==> config.mk <==
export PLATFORM = sky130hd
export DESIGN_NAME = cdb_arbiter
export DESIGN_NICKNAME = d
export VERILOG_FILES = /design/src/rtl/cdb_arbiter_pkg.sv /design/src/rtl/cdb_src_fifo.sv /design/src/rtl/cdb_arbiter.sv
export SDC_FILE = /design/constraint.sdc
export NUM_CORES = 2
export LEC_CHECK = 0
export BUFFER_PORTS_ARGS = -buffer_cell sky130_fd_sc_hd__buf_2
export CAP_MARGIN = 10
export CORE_ASPECT_RATIO = 0.8
export CORE_UTILIZATION = 45
export CTS_BUF_LIST = sky130_fd_sc_hd__clkbuf_8
export CTS_CLUSTER_DIAMETER = 40
export DETAILED_ROUTE_END_ITERATION = 8
export PLACE_DENSITY = 0.68
export SYNTH_ARGS = -nofsm -noshare
export SYNTH_HDL_FRONTEND = slang
export SYNTH_SLANG_ARGS = --single-unit
==> constraint.sdc <==
create_clock -name clk -period 9.65 [get_ports clk]
set_input_delay 0.4825 -clock clk [delete_from_list [all_inputs] [get_ports clk]]
set_output_delay 0.4825 -clock clk [all_outputs]
set_load 0.02 [all_outputs]
==> src/rtl/cdb_arbiter_pkg.sv <==
// Shared types for the common data bus: the broadcast record, source
// naming and sizing constants.
// The record is the same one the reorder buffer consumes.
package cdb_arbiter_pkg;

  localparam int NUM_CDB_SRC = 5;
  localparam int ROB_ID_W    = 6;
  localparam int XLEN        = 32;

  typedef enum logic [2:0] {
    CDB_SRC_BR    = 3'd0,
    CDB_SRC_MEM   = 3'd1,
    CDB_SRC_ARITH = 3'd2,
    CDB_SRC_MULT  = 3'd3,
    CDB_SRC_DIV   = 3'd4
  } cdb_src_t;

  typedef struct packed {
    logic                valid;
    logic [ROB_ID_W-1:0] ROB_id;
    logic [XLEN-1:0]     data;
    logic                br_miss;
    logic                br_en;
    logic [XLEN-1:0]     pc_next;
    logic [XLEN-1:0]     mem_addr;
    logic [3:0]          mem_rmask;
    logic [3:0]          mem_wmask;
    logic [XLEN-1:0]     mem_wdata;
    logic [XLEN-1:0]     mem_rdata;
  } cdb_output_t;

  // Modular increment used to walk source indices around the ring.
  function automatic int wrap_add(input int a, input int b, input int n);
    return (a + b) % n;
  endfunction

endpackage

==> src/rtl/cdb_src_fifo.sv <==
// Per-source result FIFO sitting between a functional unit and the CDB
// arbiter. Depth must be a power of two (>= 2) so the pointers wrap for
// free. A flush or reset empties it on the next edge; stored payloads are
// left in place because the count alone decides what is live.
module cdb_src_fifo
  import cdb_arbiter_pkg::*;
#(
  parameter int FIFO_DEPTH = 2
) (
  input  logic        clk,
  input  logic        rst,
  input  logic        flush,
  input  logic        push,
  input  cdb_output_t push_data,
  input  logic        pop,
  output cdb_output_t head_data,
  output logic        full,
  output logic        empty
);

  localparam int PTR_W = $clog2(FIFO_DEPTH);
  localparam int CNT_W = PTR_W + 1;

  cdb_output_t      mem [FIFO_DEPTH];
  logic [PTR_W-1:0] rd_ptr;
  logic [PTR_W-1:0] wr_ptr;
  logic [CNT_W-1:0] count;
  logic             do_push;
  logic             do_pop;

  assign do_push   = push && !rst && !flush;
  assign do_pop    = pop && !empty && !rst && !flush;
  assign full      = (count == CNT_W'(FIFO_DEPTH));
  assign empty     = (count == '0);
  assign head_data = mem[rd_ptr];

  // Storage write at the tail; payload needs no reset.
  always_ff @(posedge clk) begin
    if (do_push) begin
      mem[wr_ptr] <= push_data;
    end
  end

  // Pointer and occupancy bookkeeping; push+pop together leaves count alone.
  always_ff @(posedge clk) begin
    if (rst || flush) begin
      rd_ptr <= '0;
      wr_ptr <= '0;
      count  <= '0;
    end else begin
      if (do_push) begin
        wr_ptr <= wr_ptr + 1'b1;
      end
      if (do_pop) begin
        rd_ptr <= rd_ptr + 1'b1;
      end
      case ({do_push, do_pop})
        2'b10:   count <= count + 1'b1;
        2'b01:   count <= count - 1'b1;
        default: count <= count;
      endcase
    end
  end

endmodule

==> src/rtl/cdb_arbiter.sv <==
// Common data bus arbiter: buffers completed results from each functional
// unit and broadcasts one per cycle through a registered output.
// Build option CDB_RR_ARB_EN selects round-robin arbitration; without it the
// lowest source index (branch unit) always wins.
// fu_ready looks only at registered occupancy and rst/flush, so there is no
// combinational path from the grant logic back to the functional units.
module cdb_arbiter
  import cdb_arbiter_pkg::*;
#(
  parameter int NUM_SRC    = NUM_CDB_SRC,
  parameter int FIFO_DEPTH = 2
) (
  input  logic                       clk,
  input  logic                       rst,
  input  logic                       flush,
  input  logic [NUM_SRC-1:0]         fu_valid,
  output logic [NUM_SRC-1:0]         fu_ready,
  input  cdb_output_t [NUM_SRC-1:0]  fu_result,
  output cdb_output_t                cdb_out,
  output logic [$clog2(NUM_SRC)-1:0] cdb_src
);

  localparam int SRC_W = $clog2(NUM_SRC);

  logic [NUM_SRC-1:0] fifo_full;
  logic [NUM_SRC-1:0] fifo_empty;
  logic [NUM_SRC-1:0] fifo_push;
  logic [NUM_SRC-1:0] fifo_pop;
  cdb_output_t        head_data [NUM_SRC];
  cdb_output_t        granted;
  logic               grant_valid;
  logic [SRC_W-1:0]   grant_idx;
  logic               take_grant;

  assign fu_ready   = ~fifo_full & {NUM_SRC{~rst & ~flush}};
  assign fifo_push  = fu_valid & fu_ready;
  assign take_grant = grant_valid && !rst && !flush;

  for (genvar i = 0; i < NUM_SRC; i++) begin : g_fifo
    cdb_src_fifo #(
      .FIFO_DEPTH(FIFO_DEPTH)
    ) u_fifo (
      .clk      (clk),
      .rst      (rst),
      .flush    (flush),
      .push     (fifo_push[i]),
      .push_data(fu_result[i]),
      .pop      (fifo_pop[i]),
      .head_data(head_data[i]),
      .full     (fifo_full[i]),
      .empty    (fifo_empty[i])
    );
  end

`ifdef CDB_RR_ARB_EN
  logic [SRC_W-1:0] rr_ptr;
  int               probe;

  // Round-robin search: first non-empty FIFO at or after rr_ptr, wrapping.
  always_comb begin
    grant_valid = 1'b0;
    grant_idx   = '0;
    probe       = 0;
    for (int k = 0; k < NUM_SRC; k++) begin
      probe = wrap_add(int'(rr_ptr), k, NUM_SRC);
      if (!grant_valid && !fifo_empty[probe]) begin
        grant_valid = 1'b1;
        grant_idx   = SRC_W'(probe);
      end
    end
  end

  // Advance the pointer past the winner; a flushed grant does not count.
  always_ff @(posedge clk) begin
    if (rst) begin
      rr_ptr <= '0;
    end else if (take_grant) begin
      rr_ptr <= SRC_W'(wrap_add(int'(grant_idx), 1, NUM_SRC));
    end
  end
`else
  // Fixed priority: lowest-numbered non-empty FIFO wins.
  always_comb begin
    grant_valid = 1'b0;
    grant_idx   = '0;
    for (int k = 0; k < NUM_SRC; k++) begin
      if (!grant_valid && !fifo_empty[k]) begin
        grant_valid = 1'b1;
        grant_idx   = SRC_W'(k);
      end
    end
  end
`endif

  // Pop only the winning FIFO, and only when the grant is really taken.
  always_comb begin
    fifo_pop = '0;
    if (take_grant) begin
      fifo_pop[grant_idx] = 1'b1;
    end
  end

  // Winning head with valid forced on; the payload is otherwise untouched.
  always_comb begin
    granted       = head_data[grant_idx];
    granted.valid = 1'b1;
  end

  // Broadcast register: idle cycles drop valid but keep the last payload.
  always_ff @(posedge clk) begin
    if (rst) begin
      cdb_out <= '0;
      cdb_src <= '0;
    end else if (take_grant) begin
      cdb_out <= granted;
      cdb_src <= grant_idx;
    end else begin
      cdb_out.valid <= 1'b0;
    end
  end

endmodule

# Word-level counts from Yosys, hierarchy flattened
# Memories as Yosys holds them, arrays and structs flattened. A register that Yosys moved wholly into a read port is not among the register bits.
# Cells that the tools add are included.
# totals
wordCells	171
ram_bits	1770
mem_count	5
regBits	200
# memory_table
name	words	width	rd	rd_clocked_by_memory_dff	wr	line_no	source
g_fifo[0].u_fifo.mem	2	177	1	1	1	cdb_src_fifo.sv:24	cdb_output_t mem [FIFO_DEPTH];
g_fifo[1].u_fifo.mem	2	177	1	1	1	cdb_src_fifo.sv:24	
g_fifo[2].u_fifo.mem	2	177	1	1	1	cdb_src_fifo.sv:24	
g_fifo[3].u_fifo.mem	2	177	1	1	1	cdb_src_fifo.sv:24	
g_fifo[4].u_fifo.mem	2	177	1	1	1	cdb_src_fifo.sv:24	
# op_classes
mux	41
order_cmp	3
n_bitwise	7
reduce_logical	53
add_sub_neg	20
eq_ne	15
# op_table
op	count
binary-select mux 177 bit (select 3 bit)	1
2-to-1 mux 176 bit	2
logical AND 1 bit	32
2-to-1 mux 1 bit	28
== test 2 bit (second input constant)	10
one-hot mux 2 bit (2 select lines)	5
adder 1 bit (second input constant)	10
adder 2 x 1 -> 2 bit (second input constant)	5
AND 5 bit	2
== test 2 x 1 -> 1 bit (second input constant)	5
zero test 1 bit	10
zero test 2 bit	5
nonzero test 2 bit	5
subtractor 2 x 1 -> 2 bit (second input constant)	5
2-to-1 mux 3 bit	2
2-to-1 mux 5 bit	1
NOT 5 bit	1
>= comparator 4 bit (second input constant)	1
less-than comparator 3 x 4 -> 1 bit (second input constant)	1
NOT 3 -> 4 bit	1
demux 1 bit (select 3 bit)	1
>= comparator 3 x 1 -> 1 bit (second input constant)	1
2-to-1 mux 2 bit	1
NOT 1 bit	2
other kinds (2)	2

# Depth between registers and ports, before layout
# depth
word_depth	23
depth_mapped	11
depth_no_buf	8

# Cells and area by module
# Synthesis repeated with hierarchy kept, for this count alone.
# unflattened
cells_unflattened	4702
area_unflattened_um2	79020.8
# modules_own_cells
module	seq_area_each_um2	instances	cells_per_inst	area_each_um2
cdb_src_fifo	10730.3	5	576	13081.3
cdb_arbiter	3603.5	1	1822	13614.3

# Least setup slack after synthesis
# OpenSTA, ideal clock, no wires.
# synth_timing
path_kind	in2reg
start	in rst
end	mem g_fifo[4].u_fifo.mem[0][0] (netlist name), enable pin
path_slack_ns	-0.072
stages	6
n_path_buf	2
t_required_ns	8.935
arrival_ns	9.007
setup_ns	0.715
cell_sequence	buf_2 -> or2_2 -> clkbuf_1 -> a21oi_1 -> nand2_1 -> nor2_1
# synth_via
elab_chain_len	8
# synth_lines
item	line_no	source
start: declaration	cdb_arbiter.sv:14	input logic rst,
NOT 1 bit	cdb_arbiter.sv:35	assign fu_ready = ~fifo_full & {NUM_SRC{~rst & ~flush}};
AND 1 bit	cdb_arbiter.sv:35	
AND 5 bit	cdb_arbiter.sv:35	
via fu_ready[4]	cdb_arbiter.sv:17	output logic [NUM_SRC-1:0] fu_ready,
AND 5 bit	cdb_arbiter.sv:36	assign fifo_push = fu_valid & fu_ready;
logical AND 1 bit (2 in a row)	cdb_src_fifo.sv:31	assign do_push = push && !rst && !flush;
2-to-1 mux 1 bit	cdb_src_fifo.sv:39	if (do_push) begin
2-to-1 mux 1 bit (implied by the code)	cdb_src_fifo.sv:40	mem[wr_ptr] <= push_data;
end: declaration	cdb_src_fifo.sv:24	
# The timed path passes the listed nets, and every way through them passes these cells.

# Worst setup path in the final report
# layout_timing
start	reg g_fifo[1].u_fifo.count[0]
end	reg cdb_out[164] (netlist name)
# layout_via
elab_chain_len	17
# layout_lines
item	line_no	source
start: declaration	cdb_src_fifo.sv:27	logic [CNT_W-1:0] count;
start signal: assignment	cdb_src_fifo.sv:58	2'b10: count <= count + 1'b1;
start signal: assignment	cdb_src_fifo.sv:59	2'b01: count <= count - 1'b1;
start signal: assignment	cdb_src_fifo.sv:60	default: count <= count;
zero test 2 bit (*)	cdb_src_fifo.sv:34	assign empty = (count == '0);
zero test 1 bit (*)	cdb_arbiter.sv:87	if (!grant_valid && !fifo_empty[k]) begin
logical AND 1 bit (*)	cdb_arbiter.sv:87	
2-to-1 mux 1 bit	cdb_arbiter.sv:87	
zero test 1 bit	cdb_arbiter.sv:87	
logical AND 1 bit	cdb_arbiter.sv:87	
2-to-1 mux 1 bit	cdb_arbiter.sv:87	
zero test 1 bit	cdb_arbiter.sv:87	
logical AND 1 bit	cdb_arbiter.sv:87	
2-to-1 mux 1 bit	cdb_arbiter.sv:87	
zero test 1 bit	cdb_arbiter.sv:87	
logical AND 1 bit	cdb_arbiter.sv:87	
2-to-1 mux 3 bit	cdb_arbiter.sv:87	
NOT 3 -> 4 bit (implied by the code)	cdb_arbiter.sv:105	granted = head_data[grant_idx];
binary-select mux 177 bit (select 3 bit)	cdb_arbiter.sv:105	
2-to-1 mux 176 bit (implied by the code) (2 in a row)	cdb_arbiter.sv:105	
end signal: assignment	cdb_arbiter.sv:115	cdb_out <= granted;
end: declaration	cdb_arbiter.sv:19	output cdb_output_t cdb_out,
# Every way passes the cells marked *; elsewhere a longest branch is shown, timed or not. The select of a mux whose other input is x is not followed.
# A chain may end at the register's enable or synchronous reset.

==> flow_metrics.py <==
metrics = {
    "status": {
        "outcome": "complete, but fails checks",
        "failed_checks": "DRC",
    },
    "finish": {
        "final_core_util": 0.5904,
        "fin_area_mm2": 0.1002,
        "instances_no_fill": 9506,
        "final_nets": 7797,
        "layout-drive-gt1-share": 0.2377,
        "area_growth_pct": 29.98,
    },
    "placed_design": {
        "place.gp.congestion": 0.8514,
        "port_buffers": 1072,
        "place_ws_ps": 5404,
        "place_area_mm2": 0.08486,
        "dp_hpwl_um": 158200,
        "place_inst": 7936,
    },
    "global_route": {
        "grt_overflow": 0,
        "track_usage": 0.3076,
        "grt_max_degree": 127,
        "antenna_found_initial": 101,
        "grt_pass1_vias": 57062,
        "grt_pass1_wl_um": 384300,
    },
    "floorplanning": {
        "rows": 135,
        "dieArea_mm2": 0.1730,
        "fp.dieH_um": 372.3,
        "die_x_um": 464.8,
        "initial_utilization": 0.4543,
        "io_pins": 1078,
        "core_mm2": 0.1698,
    },
    "clocking": {
        "clkTransAtPathRegs_ps": 60,
        "clockBufferDepth": 4,
        "ctsResizeCount": 0,
        "cts.htree.levels": 5,
        "cts_root_buffer": "clkbuf_8",
        "clock-sinks": 1965,
        "cts_tree": "done",
        "clock_latency_ps": 1030,
        "cts_buffers": 334,
        "cts_hold_buf": 887,
        "postCtsSetupBuffers": 0,
    },
    "min_path": {
        "hold_class": "primary input to flop",
        "min-delay-start": "fu_result[445]",
        "min_path_cells": 2,
        "min_to": "g_fifo[2].u_fifo.mem[0][91]",
    },
    "sta": {
        "rsz0062_at_grt": "false",
        "tightest_slew_ps": 1239,
        "holdWs_ps": 168.0,
        "finalClockSkew_ps": 70.80,
        "slew_headroom": 0.1743,
        "fin_crit_ps": 4327,
        "setup_violations": 0,
        "maxSlewViolCount": 0,
        "tns_ps": 0,
        "finalWorstSetupSlack_ps": 5323,
        "post-route-period-util": 0.4484,
        "fmax_mhz": 231.1,
        "hold_viol": 0,
    },
    "logic_synthesis": {
        "synth_area_mm2": 0.07711,
        "avgSynthCellArea_um2": 15.82,
        "yosys_warnings": 0,
        "netlist_instances": 4873,
        "synth-edff-count": 1760,
        "synthArstFlopShare": 0,
        "synth_top_area_cell": "edfxtp_1",
        "synth_ff_type": "edfxtp_1",
        "ys_seq_area_frac": 0.7386,
        "yosys.cell_types.count": 45,
        "synth_top_area_share": 0.6854,
        "synth-seq-cells": 1965,
        "synth_area_leaders": "edfxtp_1 69%, mux2i_1 11%, dfxtp_1 5.3%, a21oi_1 2.6%, nand2_1 1.9%",
        "syn_nets": 5771,
    },
    "drt": {
        "drt_pass1_iterations": 9,
        "final_antenna_net_count": 0,
        "drt_iter0_markers": 6664,
        "routed_via_density": 5.843,
        "drc_errors": 70,
        "wl_um": 275300,
        "wire_per_inst_um": 28.97,
        "via_count": 55547,
    },
    "critical_path": {
        "worstRegToRegCells": 7,
        "timing.rr.start": "g_fifo[1].u_fifo.count[0]",
        "critPathArrivalTime_ps": 5210,
        "critPathKind": "flop to flop",
        "required_ps": 10530,
        "path_max_fanout": 126,
        "worst_setup_path_end_kind": "flop",
        "cp-start-kind": "flop",
        "r2r_end": "cdb_out[164]",
        "r2r_slack_ps": 5320,
    },
    "power": {
        "cellLeakagePower_nw": 34.54,
        "power.total_mw": 18.63,
        "peakVddDrop_mv": 0.1437,
        "p_per_area_mw_per_mm2": 185.9,
    },
    "flow_run": {
        "drv_cap": 0,
    },
}
## metal layers
metal | up-vias | track usage | wire length (um)
met3 | 927 | 0.07826 | 26940
met5 | - | 0 | 219
met4 | 34 | 0.1690 | 14590
li1 | 23277 | - | -
met1 | 27445 | 0.3828 | 103600
met2 | 3864 | 0.4932 | 130000
## flip-flops by register name (all words and copies together) (netlist names), named ones only
name	cells
cdb_out	177
g_fifo.u_fifo.mem	1760
g_fifo.u_fifo.count	10
g_fifo.u_fifo.rd_ptr	5
g_fifo.u_fifo.wr_ptr	5
cdb_src	3
## cells by family after synthesis
| kind of cell | after synthesis | synth area share |
|---|---|---|
| multiplexers | 915 | 0.1201 |
| XOR/XNOR | 19 | 0.002158 |
| AO/OA/AOI/OAI | 1030 | 0.08705 |
| AND/OR/NAND/NOR | 576 | 0.03123 |
| flip-flops | 1965 | 0.7386 |
| adder cells (fa/ha/maj) | 5 | 0.0008113 |
| buffers and inverters | 363 | 0.02009 |
## cell type report
cell class	instances	area [um^2]
flip-flops and latches	1965	56970
diodes	98	245.2
well taps	2260	2828
inverters	12	50.05
fillers	12677	69520
clock inverters	222	1252
multi-input cells	2545	18810
repair buffers	2041	15070
clock buffers	363	4996
## worst max-delay path by stage
stage / from / endpoint
after detailed placement: rst / g_fifo[3].u_fifo.mem[0][105]
after floorplan: rst / g_fifo[4].u_fifo.mem[0][0]
after CTS: g_fifo[1].u_fifo.count[0] / cdb_out[164]
after global placement: rst / g_fifo[3].u_fifo.mem[0][129]
final: g_fifo[1].u_fifo.count[0] / cdb_out[164]
after global routing: g_fifo[1].u_fifo.count[0] / cdb_out[164]
## critical path: stages, from the launching register on
cell and delay (ps):
dfxtp_1 410, nor2_1 360, o31a_2 810, buf_12 420
buf_4 800, nand2_1 120, a311oi_1 540, a21oi_1 160
## Yosys cell counts, types with 40 or more instances
master	n
o21ai_0	140
a221o_1	56
mux2_2	81
edfxtp_1	1760
a311oi_1	81
nand2_1	398
o31ai_1	57
clkbuf_1	180
mux2i_1	834
buf_2	125
o211ai_1	119
nand3_1	113
a22oi_1	57
a21oi_1	407
nor2_1	40
o2bb2ai_1	95
dfxtp_1	205
## report_power, final
part,total [mW],internal [mW],switching [mW]
clock,7.19,3.76,3.43
sequential,9.65,9.52,0.135
combinational,1.80,0.721,1.08
## cell usage in the layout, fill, tap and decap left out, types with 3 or more instances in the layout
| cell | instances |
|---|---|
| clkinv_1 | 47 |
| nor2_4 | 18 |
| o21ai_1 | 8 |
| nand2_4 | 3 |
| o2bb2ai_1 | 95 |
| nand3_1 | 112 |
| mux2i_1 | 834 |
| a22oi_1 | 57 |
| o211ai_1 | 119 |
| nor2_1 | 24 |
| ha_1 | 5 |
| clkinv_2 | 24 |
| a221o_1 | 56 |
| dfxtp_4 | 5 |
| or3_1 | 6 |
| buf_4 | 66 |
| o31ai_1 | 56 |
| diode_2 | 98 |
| or2_4 | 3 |
| clkbuf_8 | 363 |
| inv_6 | 5 |
| buf_12 | 17 |
| buf_2 | 1071 |
| o21ai_0 | 140 |
| nor2b_1 | 3 |
| clkinvlp_4 | 12 |
| dlygate4sd3_1 | 887 |
| xor2_1 | 5 |
| a21oi_1 | 407 |
| a211oi_1 | 3 |
| a311oi_1 | 81 |
| xnor2_1 | 14 |
| clkinv_4 | 6 |
| mux2_2 | 81 |
| inv_1 | 127 |
| dfxtp_1 | 200 |
| bufinv_16 | 11 |
| nand2_1 | 394 |
| edfxtp_1 | 1760 |
Note: power is estimated with default switching activity, not from simulation.
